$ cat src/rtl/lcd_sync_module.sv
// Raster timing generator for a parallel RGB panel: pixel-stage addressing plus
// active-low hsync/vsync and data-enable retimed by a configurable delay line.
module lcd_sync_module #(
   parameter int unsigned H_SYNC   = 128,
   parameter int unsigned H_BP     = 88,
   parameter int unsigned H_ACTIVE = 800,
   parameter int unsigned H_FP     = 40,
   parameter int unsigned V_SYNC   = 2,
   parameter int unsigned V_BP     = 33,
   parameter int unsigned V_ACTIVE = 480,
   parameter int unsigned V_FP     = 10,
   parameter int unsigned PIPE_DLY = 2
) (
   input  logic        clk,
   input  logic        rst,
   input  logic        en,
   output logic        ready_sig,
   output logic [10:0] column_addr_sig,
   output logic [10:0] row_addr_sig,
   output logic        frame_start_sig,
   output logic        lcd_hsync,
   output logic        lcd_vsync,
   output logic        lcd_de
);

   localparam int unsigned H_TOTAL = H_SYNC + H_BP + H_ACTIVE + H_FP;
   localparam int unsigned V_TOTAL = V_SYNC + V_BP + V_ACTIVE + V_FP;
   localparam int unsigned H_START = H_SYNC + H_BP;
   localparam int unsigned V_START = V_SYNC + V_BP;

   localparam logic [10:0] HLast   = 11'(H_TOTAL - 1);
   localparam logic [10:0] VLast   = 11'(V_TOTAL - 1);
   localparam logic [10:0] HStartW = 11'(H_START);
   localparam logic [10:0] VStartW = 11'(V_START);
   localparam logic [10:0] HEndW   = 11'(H_START + H_ACTIVE);
   localparam logic [10:0] VEndW   = 11'(V_START + V_ACTIVE);
   localparam logic [10:0] HSyncW  = 11'(H_SYNC);
   localparam logic [10:0] VSyncW  = 11'(V_SYNC);

   logic [10:0] h_cnt_q, h_cnt_d;
   logic [10:0] v_cnt_q, v_cnt_d;
   logic        h_wrap, v_wrap, h_vis, v_vis;

   logic        ready_q, ready_d;
   logic [10:0] col_q, col_d;
   logic [10:0] row_q, row_d;
   logic        fs_q, fs_d;
   logic        hs_q, hs_d;
   logic        vs_q, vs_d;

   always_comb begin
      h_wrap = (h_cnt_q == HLast);
      v_wrap = (v_cnt_q == VLast);
      h_cnt_d = '0;
      v_cnt_d = '0;
      if (en) begin
         h_cnt_d = h_wrap ? 11'd0 : h_cnt_q + 11'd1;
         v_cnt_d = v_cnt_q;
         if (h_wrap) begin
            v_cnt_d = v_wrap ? 11'd0 : v_cnt_q + 11'd1;
         end
      end

      h_vis   = (h_cnt_q >= HStartW) && (h_cnt_q < HEndW);
      v_vis   = (v_cnt_q >= VStartW) && (v_cnt_q < VEndW);
      ready_d = en && h_vis && v_vis;
      col_d   = ready_d ? (h_cnt_q - HStartW) : 11'd0;
      row_d   = ready_d ? (v_cnt_q - VStartW) : 11'd0;
      fs_d    = en && (h_cnt_q == 11'd0) && (v_cnt_q == 11'd0);
      hs_d    = !(en && (h_cnt_q < HSyncW));
      vs_d    = !(en && (v_cnt_q < VSyncW));
   end

   always_ff @(posedge clk) begin
      if (rst) begin
         h_cnt_q <= '0;
         v_cnt_q <= '0;
         ready_q <= 1'b0;
         col_q   <= '0;
         row_q   <= '0;
         fs_q    <= 1'b0;
         hs_q    <= 1'b1;
         vs_q    <= 1'b1;
      end else begin
         h_cnt_q <= h_cnt_d;
         v_cnt_q <= v_cnt_d;
         ready_q <= ready_d;
         col_q   <= col_d;
         row_q   <= row_d;
         fs_q    <= fs_d;
         hs_q    <= hs_d;
         vs_q    <= vs_d;
      end
   end

   assign ready_sig       = ready_q;
   assign column_addr_sig = col_q;
   assign row_addr_sig    = row_q;
   assign frame_start_sig = fs_q;

   // Panel-side delay line; runs every cycle so a dropped enable drains to idle.
   if (PIPE_DLY > 0) begin : g_dly
      logic [PIPE_DLY-1:0] de_dly_q, hs_dly_q, vs_dly_q;
      logic [PIPE_DLY:0]   de_line, hs_line, vs_line;

      assign de_line = {de_dly_q, ready_q};
      assign hs_line = {hs_dly_q, hs_q};
      assign vs_line = {vs_dly_q, vs_q};

      always_ff @(posedge clk) begin
         if (rst) begin
            de_dly_q <= '0;
            hs_dly_q <= '1;
            vs_dly_q <= '1;
         end else begin
            de_dly_q <= de_line[PIPE_DLY-1:0];
            hs_dly_q <= hs_line[PIPE_DLY-1:0];
            vs_dly_q <= vs_line[PIPE_DLY-1:0];
         end
      end

      assign lcd_de    = de_dly_q[PIPE_DLY-1];
      assign lcd_hsync = hs_dly_q[PIPE_DLY-1];
      assign lcd_vsync = vs_dly_q[PIPE_DLY-1];
   end else begin : g_nodly
      assign lcd_de    = ready_q;
      assign lcd_hsync = hs_q;
      assign lcd_vsync = vs_q;
   end

endmodule

$ cat config.mk
export PLATFORM = sky130hd
export DESIGN_NAME = lcd_sync_module
export DESIGN_NICKNAME = d
export VERILOG_FILES = /design/src/rtl/lcd_sync_module.sv
export SDC_FILE = /design/constraint.sdc
export NUM_CORES = 1
export LEC_CHECK = 0
export ABC_AREA = 1
export BUFFER_PORTS_ARGS = -buffer_cell sky130_fd_sc_hd__buf_4
export CAP_MARGIN = 20
export CORE_MARGIN = 2
export CORE_UTILIZATION = 55
export DETAILED_ROUTE_END_ITERATION = 8
export PLACE_DENSITY = 0.84
export SYNTH_ARGS = -nofsm -noshare
export SYNTH_HDL_FRONTEND = slang
export SYNTH_SLANG_ARGS = --single-unit
$ cat constraint.sdc
create_clock -name clk -period 3.47 [get_ports clk]
set_clock_uncertainty 0.2 [all_clocks]
set_input_delay 0.694 -clock clk [delete_from_list [all_inputs] [get_ports clk]]
set_output_delay 0.694 -clock clk [all_outputs]
set_load 0.02 [all_outputs]
==> results by group <==
Clock tree
  • Clock sink total: 54
  • Reg clk slew, reported paths: ~0.10 ns
  • Number of buffers inserted by hold repair at cts: 0
  • Cts repair resizes: 0
  • Clock Tree Buf Depth: 2
  • CTS root buffer: clkbuf_8
  • CTS tree: yes
  • Clock Latency Late Sink: around 0.32 ns
  • CTS Buf Count: 5
  • Setup bufs post-CTS: 0
  • Htree depth: 2

Placed design
  • Post-DP Area: 2710 sq um
  • HPWL Detailed: between 3000 and 4000 um
  • Gpl congestion: 0.933
  • Pre-CTS setup slack: 1.21 ns
  • IO buf count: 29

Timing
  • Final setup vio count: 0
  • Final period util: just under 60%
  • Worst Tran Pin Value: 0.428 ns
  • Final Hold Fails: 0
  • Slew HR: 71.5%
  • Final worst slack: about 1.4 ns
  • Max Freq: just under 500 MHz
  • Setup TNS: 0 ns
  • Slew Viols, Final: 0
  • Unrepaired setup endpoints after global routing: no
  • Fin crit period: 2.06 ns

Worst setup path
  • Worst Reg-to-Reg Cells: 8
  • Buf/Inv on CP: 1
  • Worst setup EP type: flip-flop
  • CP Max Fanout: 13
  • CP required: approximately 3.5 ns
  • Delay-heaviest family, CP: simple AND/OR/NAND/NOR gates
  • Arrival @ worst endpoint: 2.07 ns
  • Most used cell along the critical path: nand2_2
  • R2R setup slack: 1.41 ns
  • Worst path cell trace: ha_1 -> nand3_1 -> nor2_2 -> nand2_2 -> nand2_2 -> nand2_1 -> inv_1 -> nor2_1
  • Crit Path Class: flip-flop to flip-flop
  • Startpoint types: flip-flop
  • Reg2reg start: h_cnt_q[0]
  • CP max stage delay: just under 0.4 ns
  • CP max-delay cell: dfxtp_1
  • Worst reg2reg endpoint: v_cnt_q[4]

Die
  • Die area: 5080 sq um
  • Die span in y: roughly 70 um
  • Initial Util: 57.2%
  • I/O Pins: 30
  • Cell row count: 24
  • Width of the chip: just over 70 um
  • Core Area: 4350 sq um

Synthesis
  • Syn avg cell area: 7.50 sq um
  • Post-synth top area cell: dfxtp_1
  • Register area share after synthesis: 43.4%
  • Mapped Area: roughly 2500 sq um
  • Ranking of synthesized cells by area: dfxtp_1 43%, nand2_1 9.7%, inv_1 6.9%
  • Top-area cell type share of the netlist area: 43.4%
  • Post-Synthesis Cells: 332
  • Count of state elements after synthesis: 54
  • Post-Syn Nets: 340
  • Yosys warnings: 0
  • Post-synth cell types: 25

Power and ir drop
  • Cell leakage power: 1.37 nW
  • P_int: 852 uW
  • Peak supply drop: 0.000199 V
  • Combinational group share of total power: under 10%
  • Pwr/cell area: 387 nW/um^2
  • Pwr Total: 1.09 mW
  • Switching power: approximately 240 uW
  • Clock power frac: 40.5%
  • Seq pwr share: a little under three fifths
  • Sw frac: between 20% and 30%

GRT
  • First-pass GRT wire length: 8310 um
  • Aggregate global-route resource usage: 20.5%
  • Initial antenna violation count: 0
  • Global route overflow: 0
  • Vias in the first global route: 1,883
  • Largest net degree at the start of global routing: 24

Route
  • DR WL/cell: approximately 12 um
  • Initial DRC count: 111
  • DRT Pass-1 Iters: 4
  • Post-route ant nets: 0
  • Vias: 2,066
  • Drt drc: 0
  • Overall routed net length: 4930 um
  • Vias per cell: 4.99

Run status
  • Status: finished clean

Run
  • Max_cap viols: 0

Worst hold path
  • Hold_sp: g_dly.vs_dly_q[0]
  • HP Class: flip-flop to flip-flop
  • Hold endpoint: g_dly.vs_dly_q[1]
  • Hold depth: 1

Layout
  • N_diodes: 0
  • Area Overhead vs Synth: 13.4%
  • Final #Nets: 369
  • Final non-filler cell area: between 2000 and 3000 sq um
  • Layout cells sized above 1: 22.1%
==> area by class of cell <==
class                      count  area [sq um]
timing repair buffer          29           218
clock buffer                   5          68.8
tap                           52          65.1
sequential                    54          1080
fill                         390          1530
inverter                      52           195
clock inverter                 3          47.5
multi-input combinational    219          1150
==> metal layers <==
metal | part of all wire [%] | track usage [%]
met5 | 0 | 0
met4 | 2.3 | 8.39
met3 | 5.2 | 4.36
met2 | 48 | 34.2
met1 | 44 | 25.8
==> synth_stat cells, drive strengths merged <==
cell type	instances
o21ai	8
or2	4
nand3b	1
nand4	5
o211ai	1
a21oi	7
buf	7
nor2	71
nand2	68
ha	5
xor2	15
nand3	24
nor3	7
o22ai	1
dfxtp	54
inv	52
nor3b	2
==> cell usage in the layout (no fill, tap or decap), drive strengths merged, types with 7 or more instances in the layout <==
cell	instances
a21oi	7
buf	29
dfxtp	54
inv	53
nand2	68
nand3	24
nor2	71
nor3	7
o21ai	8
xor2	15
==> registers in the layout, indices dropped and copies added (netlist names) <==
signal           flops
column_addr_sig     11
h_cnt_q             11
row_addr_sig        11
v_cnt_q             11
g_dly.de_dly_q       2
g_dly.hs_dly_q       2
g_dly.vs_dly_q       2
frame_start_sig      1
hs_q                 1
ready_sig            1
vs_q                 1
==> kinds of logic after synthesis <==
group	Yosys count	synth area share (%)
and+or+nand+nor	182	34.6
buffers and inverters	59	10.5
DFF	54	43.4
AOI/OAI and AO/OA	17	3.72
xor gates and xnor gates	15	5.28
adders and majority gates	5	2.51
==> metrics by stage <==
step / utilization, % / hold slack, ns / std cells
after CTS: 64.8 / 0.214 / 414
after detailed placement: 62.2 / 0.196 / 406
after floorplan: - / 0.188 / 332
final: 64.8 / 0.211 / 414
after global routing: 64.8 / 0.226 / 414
after global placement: 62.2 / 0.194 / 406
==> how the worst max path moves through the flow <==
stage | cells past startpoint | from | end | slack, ns
2_1_floorplan | 8 | rst | row_addr_sig[2] | 1.73
3_3_place_gp | 8 | rst | column_addr_sig[5] | 1.33
3_5_place_dp | 8 | rst | row_addr_sig[2] | 1.21
4_1_cts | 8 | h_cnt_q[0] | v_cnt_q[4] | 1.42
5_1_grt | 8 | h_cnt_q[0] | v_cnt_q[4] | 1.29
6_report | 8 | h_cnt_q[0] | v_cnt_q[4] | 1.41
==> worst reg2reg max path, cell delays in order (launching register included) <==
cell     delay [ns]
dfxtp_1        0.39
ha_1           0.27
nand3_1        0.15
nor2_2         0.18
nand2_2        0.15
nand2_2        0.26
nand2_1        0.17
inv_1          0.11
nor2_1         0.06
==> power groups by stage <==
stage                     Combinational [mW]  Clock [mW]  Sequential (mW)
after CTS                             0.0241       0.442            0.626
after global placement                0.0232           0            0.640
after floorplan                       0.0145           0            0.641
final                                 0.0240       0.443            0.626
after global routing                  0.0268       0.461            0.626
after detailed placement              0.0240           0            0.640
Note: power is estimated with default switching activity, not from simulation.
